$ cat src/rtl/cpu_sys_ctrl.sv
// Multi-core system control slave on AHB-Lite: core enables, timed core
// resets, doorbell interrupts and hardware semaphores.
module cpu_sys_ctrl #(
    parameter int NUM_CPU    = 2,
    parameter int NUM_SEM    = 4,
    parameter int MASTER_W   = 2,
    parameter int RST_CYCLES = 16,
    parameter int EN_RESET   = 1
) (
    input  logic                HCLK,
    input  logic                HRESET,
    input  logic                HSEL,
    input  logic                HREADY,
    input  logic [31:0]         HADDR,
    input  logic [1:0]          HTRANS,
    input  logic                HWRITE,
    input  logic [2:0]          HSIZE,
    input  logic [31:0]         HWDATA,
    input  logic [MASTER_W-1:0] HMASTER,
    output logic                HREADYOUT,
    output logic [31:0]         HRDATA,
    output logic                HRESP,
    output logic [NUM_CPU-1:0]  cpu_en,
    output logic [NUM_CPU-1:0]  cpu_rst,
    output logic [NUM_CPU-1:0]  cpu_irq
);

    logic                                valid_q;
    logic                                write_q;
    logic [5:0]                          off_q;
    logic [3:0]                          mask_q;
    logic [MASTER_W-1:0]                 master_q;

    logic [NUM_CPU-1:0]                  en_q, en_n;
    logic [NUM_CPU-1:0]                  pend_q, pend_n;
    logic [NUM_CPU-1:0][7:0]             cnt_q, cnt_n;
    logic [NUM_CPU-1:0]                  rst_nx;

    logic [NUM_SEM-1:0]                  lock_q, lock_w, lock_n;
    logic [NUM_SEM-1:0][MASTER_W-1:0]    own_q, own_w, own_n;

    logic [5:0]                          off_a;
    logic [3:0]                          mask_a;
    logic                                ap_valid, ap_read, dp_write;
    logic [31:0]                         bmask, wd, rd_n;
    logic                                unused;

    assign HREADYOUT = 1'b1;
    assign HRESP     = 1'b0;

    assign off_a    = HADDR[7:2];
    assign ap_valid = HSEL & HREADY & HTRANS[1];
    assign ap_read  = ap_valid & ~HWRITE;
    assign dp_write = valid_q & write_q;

    assign bmask = {{8{mask_q[3]}}, {8{mask_q[2]}},
                    {8{mask_q[1]}}, {8{mask_q[0]}}};
    assign wd    = HWDATA & bmask;

    assign unused = ^{HADDR[31:8], HTRANS[0], wd};

    // Byte-lane mask of the transfer in its address phase
    always_comb begin
        mask_a = 4'b1111;
        case (HSIZE)
            3'b000:  mask_a = 4'b0001 << HADDR[1:0];
            3'b001:  mask_a = HADDR[1] ? 4'b1100 : 4'b0011;
            default: mask_a = 4'b1111;
        endcase
    end

    // Register next state: counter ticks, data-phase write, then claim
    always_comb begin
        en_n   = en_q;
        pend_n = pend_q;
        for (int i = 0; i < NUM_CPU; i++) begin
            cnt_n[i] = (cnt_q[i] != 8'd0) ? cnt_q[i] - 8'd1 : 8'd0;
        end
        if (dp_write) begin
            case (off_q)
                6'd0: en_n = (en_q & ~bmask[NUM_CPU-1:0])
                           | wd[NUM_CPU-1:0];
                6'd2: begin
                    for (int i = 0; i < NUM_CPU; i++) begin
                        if (wd[i]) cnt_n[i] = 8'(RST_CYCLES);
                    end
                end
                6'd3:    pend_n = pend_q | wd[NUM_CPU-1:0];
                6'd4:    pend_n = pend_q & ~wd[NUM_CPU-1:0];
                default: ;
            endcase
        end
        lock_w = lock_q;
        own_w  = own_q;
        for (int i = 0; i < NUM_SEM; i++) begin
            if (dp_write && off_q == 6'(8 + i) && mask_q[0] &&
                !HWDATA[0] && lock_q[i] && own_q[i] == master_q) begin
                lock_w[i] = 1'b0;
            end
        end
        lock_n = lock_w;
        own_n  = own_w;
        for (int i = 0; i < NUM_SEM; i++) begin
            if (ap_read && off_a == 6'(8 + i) && !lock_w[i]) begin
                lock_n[i] = 1'b1;
                own_n[i]  = HMASTER;
            end
        end
        for (int i = 0; i < NUM_CPU; i++) begin
            rst_nx[i] = (cnt_n[i] != 8'd0);
        end
    end

    // Read data from next state so same-edge writes are visible
    always_comb begin
        rd_n = 32'd0;
        case (off_a)
            6'd0: rd_n = 32'(en_n);
            6'd1: rd_n = 32'(HMASTER);
            6'd2: rd_n = 32'(rst_nx);
            6'd3: rd_n = 32'(pend_n);
            6'd4: rd_n = 32'(pend_n);
            6'd5: rd_n = 32'(lock_w);
            default: begin
                for (int i = 0; i < NUM_SEM; i++) begin
                    if (off_a == 6'(8 + i)) begin
                        rd_n = 32'(!lock_w[i] || own_w[i] == HMASTER);
                    end
                end
            end
        endcase
    end

    // State registers and address-phase capture
    always_ff @(posedge HCLK) begin
        if (HRESET) begin
            valid_q  <= 1'b0;
            write_q  <= 1'b0;
            off_q    <= '0;
            mask_q   <= '0;
            master_q <= '0;
            en_q     <= NUM_CPU'(EN_RESET);
            pend_q   <= '0;
            cnt_q    <= '0;
            lock_q   <= '0;
            own_q    <= '0;
            HRDATA   <= '0;
        end else begin
            valid_q  <= ap_valid;
            write_q  <= HWRITE;
            off_q    <= off_a;
            mask_q   <= mask_a;
            master_q <= HMASTER;
            en_q     <= en_n;
            pend_q   <= pend_n;
            cnt_q    <= cnt_n;
            lock_q   <= lock_n;
            own_q    <= own_n;
            if (ap_read) HRDATA <= rd_n;
        end
    end

    // Core-facing outputs
    always_comb begin
        cpu_en  = en_q;
        cpu_irq = pend_q;
        for (int i = 0; i < NUM_CPU; i++) begin
            cpu_rst[i] = (cnt_q[i] != 8'd0);
        end
    end

endmodule

$ cat config.mk
export PLATFORM = sky130hd
export DESIGN_NAME = cpu_sys_ctrl
export DESIGN_NICKNAME = d
export VERILOG_FILES = /design/src/rtl/cpu_sys_ctrl.sv
export SDC_FILE = /design/constraint.sdc
export NUM_CORES = 1
export LEC_CHECK = 0
export BUFFER_PORTS_ARGS = -buffer_cell sky130_fd_sc_hd__buf_2
export CORE_MARGIN = 3
export CORE_UTILIZATION = 47
export CTS_CLUSTER_SIZE = 40
export DETAILED_ROUTE_END_ITERATION = 16
export GPL_ROUTABILITY_DRIVEN = 0
export HOLD_SLACK_MARGIN = 0.02
export PLACE_DENSITY = 0.84
export SLEW_MARGIN = 20
export SYNTH_ARGS = -nofsm -noshare
export SYNTH_HDL_FRONTEND = slang
export SYNTH_SLANG_ARGS = --single-unit
$ cat constraint.sdc
create_clock -name HCLK -period 2.2 [get_ports HCLK]
set_input_delay 0.22 -clock HCLK [delete_from_list [all_inputs] [get_ports HCLK]]
set_output_delay 0.22 -clock HCLK [all_outputs]
set_load 0.01 [all_outputs]
==> metrics.cfg, run 1 <==
[routing]
viasPerCell = 5.11
drc = 0
dr_total_vias = 2070
first_iter_violations = 111
wl_per_cell_um = 12.9
first_pass_iters = 4
ant_nets = 0
drt-total-wl_um = 5220

[setup_path]
r2r-start = off_q[5]
crit_chain = nor2_1, nand4_1, o41a_1, and3_1, or3_1, o211ai_1
path_class = register to register
slowest_stage = o41a_1
cp_num_buf_inv = 0
r2r-end = HRDATA[0]
ff2ff_path_depth = 6
r2r_slack_ns = 0.17
required_ns = 2.41
crit_arrival_ns = 2.24
critPathTopFamily = simple AND/OR/NAND/NOR gates
critPathMaxStageDelay_ns = 0.55
crit_path_start_kind = register
path_max_fanout = 4
cp-end-kind = register

[clocking]
clkTransAtPathRegs_ns = 0.09
cts_buffers = 5
root_buffer = clkbuf_8
cts_buffer_depth = 2
cts.sinks = 47
cts_tree = yes
clock_latency_ns = 0.30
cts_hold_buf = 0
htreeDepth = 2

[place]
placed_cells = 397
post_dp_cell_area_um2 = 2660
port_buffers = 30
dp_hpwl_um = 3950

[timing]
skew_ns = 0.00977
fin_tns_setup_ns = 0
drv_slew = 0
setup_viol = 0
grt_setup_unrepaired = false
finalCritPeriodShare_pct = 92.4
period_needed_ns = 2.03
clock.fmax_mhz = 492
finalHoldViolCount = 0

[yosys]
synth-seq-cells = 47
synth_area_um2 = 2570
synth_edf_count = 0
synth_top_area_share_pct = 36.7
async_flop_share_pct = 0
yosys_warnings = 0
synth-seq-area-share_pct = 36.7
synth.avg_cell_area_um2 = 8.36
synthCells = 307
synthTopCellsByArea = dfxtp_1 (37%), buf_4 (8.8%), nor2_1 (6.0%), xnor2_1 (4.8%), xor2_1 (4.1%)
synthFlopType = dfxtp_1
synth_top_cell_by_area = dfxtp_1
yosysUniqueCellTypes = 51

[pwr]
cellPowerDensity_nw_per_um2 = 910
pwr-share-comb_pct = 35.2
netSwitchingFraction_pct = 34.9
switchingPower_uw = 883
power_frac_seq_pct = 42.7
peakVddDrop_uv = 371
p_clk_share_pct = 22.1
internal_power_uw = 1650
p_leak_uw = 0.00118

[cells_and_area]
antenna_cells = 0
layoutNonFillerInstCount = 405
fin_util_pct = 53.4
final_nets = 413
design_area_um2 = 2780
area_growth_pct = 8.24
layout-drive-gt1-share_pct = 15.2
fillers = 471

[global_routing]
grt_start_max_net_pins = 21
first_global_vias = 2004
grt.total_usage_pct = 17.3
grt-ovfl-total = 0
grt_pass1_wl_um = 8800
antenna_found_initial = 0

[job]
cap_violations = 0

[floorplan]
die-area_um2 = 6380
row_count = 26
coreArea_um2 = 5200
die_y_um = 79.9
chipWidth_um = 79.9
io_pins = 116
initial_utilization_pct = 49.3

[hold_path]
hold_end = mask_q[0]
worstHoldStart = HSIZE[2]
hold_class = input port to register
hold_depth = 3

[run_status]
outcome = completed

worst max path at each step:
stage	start	end	slack [ns]	cells after the start
floorplan	cnt_q[0]	HRDATA[0]	0.29	8
global placement	cnt_q[1]	HRDATA[0]	0.23	8
detailed placement	cnt_q[1]	HRDATA[0]	0.11	8
CTS	cnt_q[1]	HRDATA[0]	0.04	8
global route	off_q[5]	HRDATA[1]	0.01	6
finish	off_q[5]	HRDATA[0]	0.17	6
metrics by stage:
step / total power, uW / hold WS (ns) / setup WS (ns)
3_3_place_gp: 1920 / 0.441 / 0.227
4_1_cts: 2530 / 0.133 / 0.0430
2_1_floorplan: 1790 / 0.345 / 0.291
6_report: 2530 / 0.129 / 0.167
5_1_grt: 2720 / 0.134 / 0.0137
3_5_place_dp: 1960 / 0.441 / 0.112
registers in the layout, indices dropped and copies added (netlist names):
name      flops
own_q         8
cpu_en        2
mask_q        1
lock_q        4
write_q       1
valid_q       1
cnt_q        16
HRDATA        4
cpu_irq       2
off_q         6
master_q      2
placed cells by master, fill, tap and decap left out, types with 12 or more instances in the layout:
| master | count |
|---|---|
| a21oi_1 | 13 |
| buf_2 | 30 |
| conb_1 | 30 |
| dfxtp_1 | 47 |
| nand2_1 | 21 |
| nor2_1 | 41 |
| nor2b_1 | 13 |
| nor3_1 | 13 |
| xnor2_1 | 14 |
| xor2_1 | 12 |
area by class of cell:
| class | count | area, um2 | area share [%] |
|---|---|---|---|
| flip-flops and latches | 47 | 941 | 33.9 |
| multi-input cells | 237 | 1440 | 51.8 |
| inverters | 10 | 37.5 | 1.35 |
| well taps | 70 | 87.6 | 3.15 |
| clock buffers | 8 | 100 | 3.60 |
| repair buffers | 33 | 173 | 6.22 |
Yosys cell counts, types with 2 or more instances:
library cell  count
nor3_2            2
inv_1            10
clkbuf_1         10
buf_4            30
mux2i_1           9
xnor2_1          14
o21ai_0           5
and3_1            3
a21oi_1          13
nand2_1          21
nand4b_1          3
o21bai_1          2
nor3_1           13
nor4b_1           2
conb_1            2
o211ai_1          2
nand3_1          10
ha_1              3
xor2_1           12
nor2_1           41
nand2b_1          3
dfxtp_1          47
nand3b_1          3
a41oi_1           3
and2_1            3
mux2_2            2
nor2b_1          13
nand4_1           3
power by group through the flow:
stage | registers (uW) | logic (uW) | clock network [uW]
final | 1080 | 891 | 559
after global routing | 1100 | 1010 | 612
after CTS | 1070 | 881 | 573
after detailed placement | 1100 | 863 | 0
after global placement | 1090 | 833 | 0
after floorplan | 1070 | 715 | 0
repair_timing:
item / CTS / global route
setup buffers: 0 / 0
setup endpoints to repair: 0 / 1
resized for setup: 0 / 4
kinds of logic (layout without fill, tap and decap cells):
group                      Yosys count  count (layout)  share of synthesized area [%]
AOI/OAI and AO/OA                   40              40                           11.0
buffers and inverters               51              51                           12.1
DFF                                 47              47                           36.7
adders and majority gates            4               4                           1.85
other                                2              30                          0.293
muxes                               11              11                           4.39
xor gates and xnor gates            26              26                           8.87
and+or+nand+nor                    126             126                           24.8
layer usage:
metal  GRT usage (%)  routed length [um]
met3            4.40                 262
met2            28.1                2540
met1            21.9                2340
met4            6.25                  72
met5               0                   0
worst min-delay path: cells and delay by family:
| family | cells | cell delay [ns] |
|---|---|---|
| AND/OR/NAND/NOR | 2 | 0.10 |
| buffers and inverters | 1 | 0.07 |
No activity file was read; power rests on OpenSTA's default activity.
==> run 2, diff against run 1 <==
Settings changed: PLACE_DENSITY 0.84 to 0.87.
==> run 2 against run 1 <==
  * Worst setup slack worse by 0.064 ns
  * First-iteration DRC count down 15%
  * Maximum frequency down 3.0%
  * Design area down 0.54%
  * Final cell count unchanged
  * Via count up 1.7%
  * Critical path depth up 3
  * Combinational power about the same
  * Global-route usage up 0.17 points
  * Worst hold slack worse by 0.0028 ns
  * Critical path type unchanged
  * Largest cell class unchanged
==> metrics.cfg, run 2 (synthesis results as in run 1) <==
[clocking]
htreeDepth = 2  ; unchanged
cts_buffer_depth = 2  ; unchanged
cts_buffers = 5  ; unchanged
clock_latency_ns = 0.31  ; about the same
root_buffer = clkbuf_8
cts.sinks = 47  ; unchanged
clkTransAtPathRegs_ns = 0.09  ; about the same
cts_tree = yes

[cells_and_area]
fillers = 496  ; +5.3%
largest-register = cnt_q
top_regs = cnt_q: 16 flops, own_q: 8 flops, off_q: 6 flops
antenna_cells = 0  ; unchanged
final_cell_mix = dfxtp_1 (47), nor2_1 (41), conb_1 (30), buf_2 (30), nand2_1 (21)
largest_reg_flops = 16  ; unchanged
final_nets = 413  ; unchanged
layout-drive-gt1-share_pct = 14.9  ; -0.30 points
area_growth_pct = 7.65
final_common_cell = dfxtp_1
multi_input_area_um2 = 1430  ; -0.96%
layout.area.seq_um2 = 941  ; unchanged
design_area_um2 = 2760  ; -0.54%

[timing]
fin_tns_setup_ns = 0  ; unchanged
tightest_slew_ns = 0.496
finalCritPeriodShare_pct = 95.3  ; +2.9 points
finalHoldViolCount = 0  ; unchanged
skew_ns = 0.00718  ; -0.00259 ns
maxSlewHeadroom_pct = 66.5
clock.fmax_mhz = 477  ; -3.0%
drv_slew = 0  ; unchanged
grt_setup_unrepaired = false
worst_slack_ns = 0.103  ; -0.0636 ns
setup_viol = 0  ; unchanged
period_needed_ns = 2.10  ; +0.0636 ns

[setup_path]
required_ns = 2.37  ; -0.04 ns
path_max_fanout = 4  ; unchanged
cp-end-kind = register
r2r-start = cnt_q[1]
ff2ff_path_depth = 9  ; +3
r2r-end = HRDATA[0]
r2r_slack_ns = 0.10  ; -0.06 ns
crit_arrival_ns = 2.27  ; +0.03 ns
path_class = register to register
crit_path_start_kind = register

[floorplan]
chipWidth_um = 79.9  ; unchanged
coreArea_um2 = 5200  ; unchanged
initial_utilization_pct = 49.3  ; unchanged
row_count = 26  ; unchanged
die_y_um = 79.9  ; unchanged
die-area_um2 = 6380  ; unchanged
io_pins = 116  ; unchanged

[job]
cap_violations = 0  ; unchanged

[routing]
met1Wirelength_um = 2310  ; -1.4%
drc = 0  ; unchanged
wl_per_cell_um = 13.0  ; +1.1%
viasPerCell = 5.20  ; +1.7%
ant_nets = 0  ; unchanged
dr_total_vias = 2105  ; +1.7%
wl_met2_um = 2570  ; +1.4%
first_pass_iters = 4  ; unchanged
drt-total-wl_um = 5280  ; +1.1%
first_iter_violations = 94  ; -15%
routed-wl-met3_um = 286  ; +9.2%
top_layer_used = met4

[pwr]
peakVddDrop_uv = 507  ; +36%
p_leak_uw = 0.00117  ; -0.58%
cellPowerDensity_nw_per_um2 = 913  ; +0.31%

[global_routing]
grt_start_max_net_pins = 33  ; +57%
grt_pass1_wl_um = 8690  ; -1.2%
first_global_vias = 1932  ; -3.6%
grt-ovfl-total = 0  ; unchanged
antenna_found_initial = 0  ; unchanged
grt.total_usage_pct = 17.4  ; +0.17 points

[place]
dp_hpwl_um = 4000  ; +1.2%
post_dp_cell_area_um2 = 2660  ; unchanged
port_buffers = 30  ; unchanged
preCtsSetupSlack_ns = 0.102  ; -0.0101 ns

[run_status]
outcome = completed

[hold_path]
hold_depth = 3  ; unchanged
hold_end = mask_q[0]
worstHoldStart = HSIZE[2]
hold_class = input port to register

[run 2: through the flow]
stage               hold WS [ns]  cells  utilization (%)  power [uW]
floorplan                  0.345    335                -        1790
global placement           0.440    397             51.1        1920
detailed placement         0.445    397             51.1        1960
CTS                        0.125    405             53.0        2520
global route               0.120    405             53.1        2710
finish                     0.127    405             53.1        2520
[run 2: metal layers]
| layer | vias up | global-route usage, % |
|---|---|---|
| li1 | 1041 | - |
| met1 | 980 | 22.1 |
| met2 | 70 | 28.1 |
| met3 | 14 | 3.95 |
| met4 | 0 | 7.60 |
| met5 | - | 0 |
[run 2: worst max path at each step]
stage / endpoint / slack, ns / startpoint
3_3_place_gp: HRDATA[0] / 0.23 / cnt_q[1]
2_1_floorplan: HRDATA[0] / 0.29 / cnt_q[0]
3_5_place_dp: HRDATA[0] / 0.10 / cnt_q[1]
4_1_cts: HRDATA[0] / 0.11 / cnt_q[1]
5_1_grt: HRDATA[0] / 0.008 / cnt_q[1]
6_report: HRDATA[0] / 0.10 / cnt_q[1]
[run 2: area by class of cell]
type | count | area share [%]
multi-input cells | 237 | 51.6
flip-flops and latches | 47 | 34.1
repair buffers | 33 | 6.25
well taps | 70 | 3.17
clock buffers | 6 | 2.99
inverters | 10 | 1.36
clock inverters | 2 | 0.589
[run 2: critical path, cell delays in order, from the launching register on]
cell       delay (ns)
dfxtp_1          0.39
inv_1            0.08
ha_1             0.20
buf_4            0.16
nand2b_1         0.11
nand2_1          0.07
o311ai_1         0.31
a41oi_1          0.23
a2111oi_2        0.26
o211ai_1         0.16
[run 2: repair_timing]
action,in CTS,in global routing
setup endpoints to repair,0,1
hold buffers,0,0
resized for setup,0,2
setup buffers,0,0
[run 2: power breakdown]
group | leakage [uW] | switching, uW | internal, uW
Sequential | 0.000385 | 113 | 965
Clock | 0.0000474 | 301 | 257
Combinational | 0.000740 | 499 | 388
Total | 0.00117 | 913 | 1610
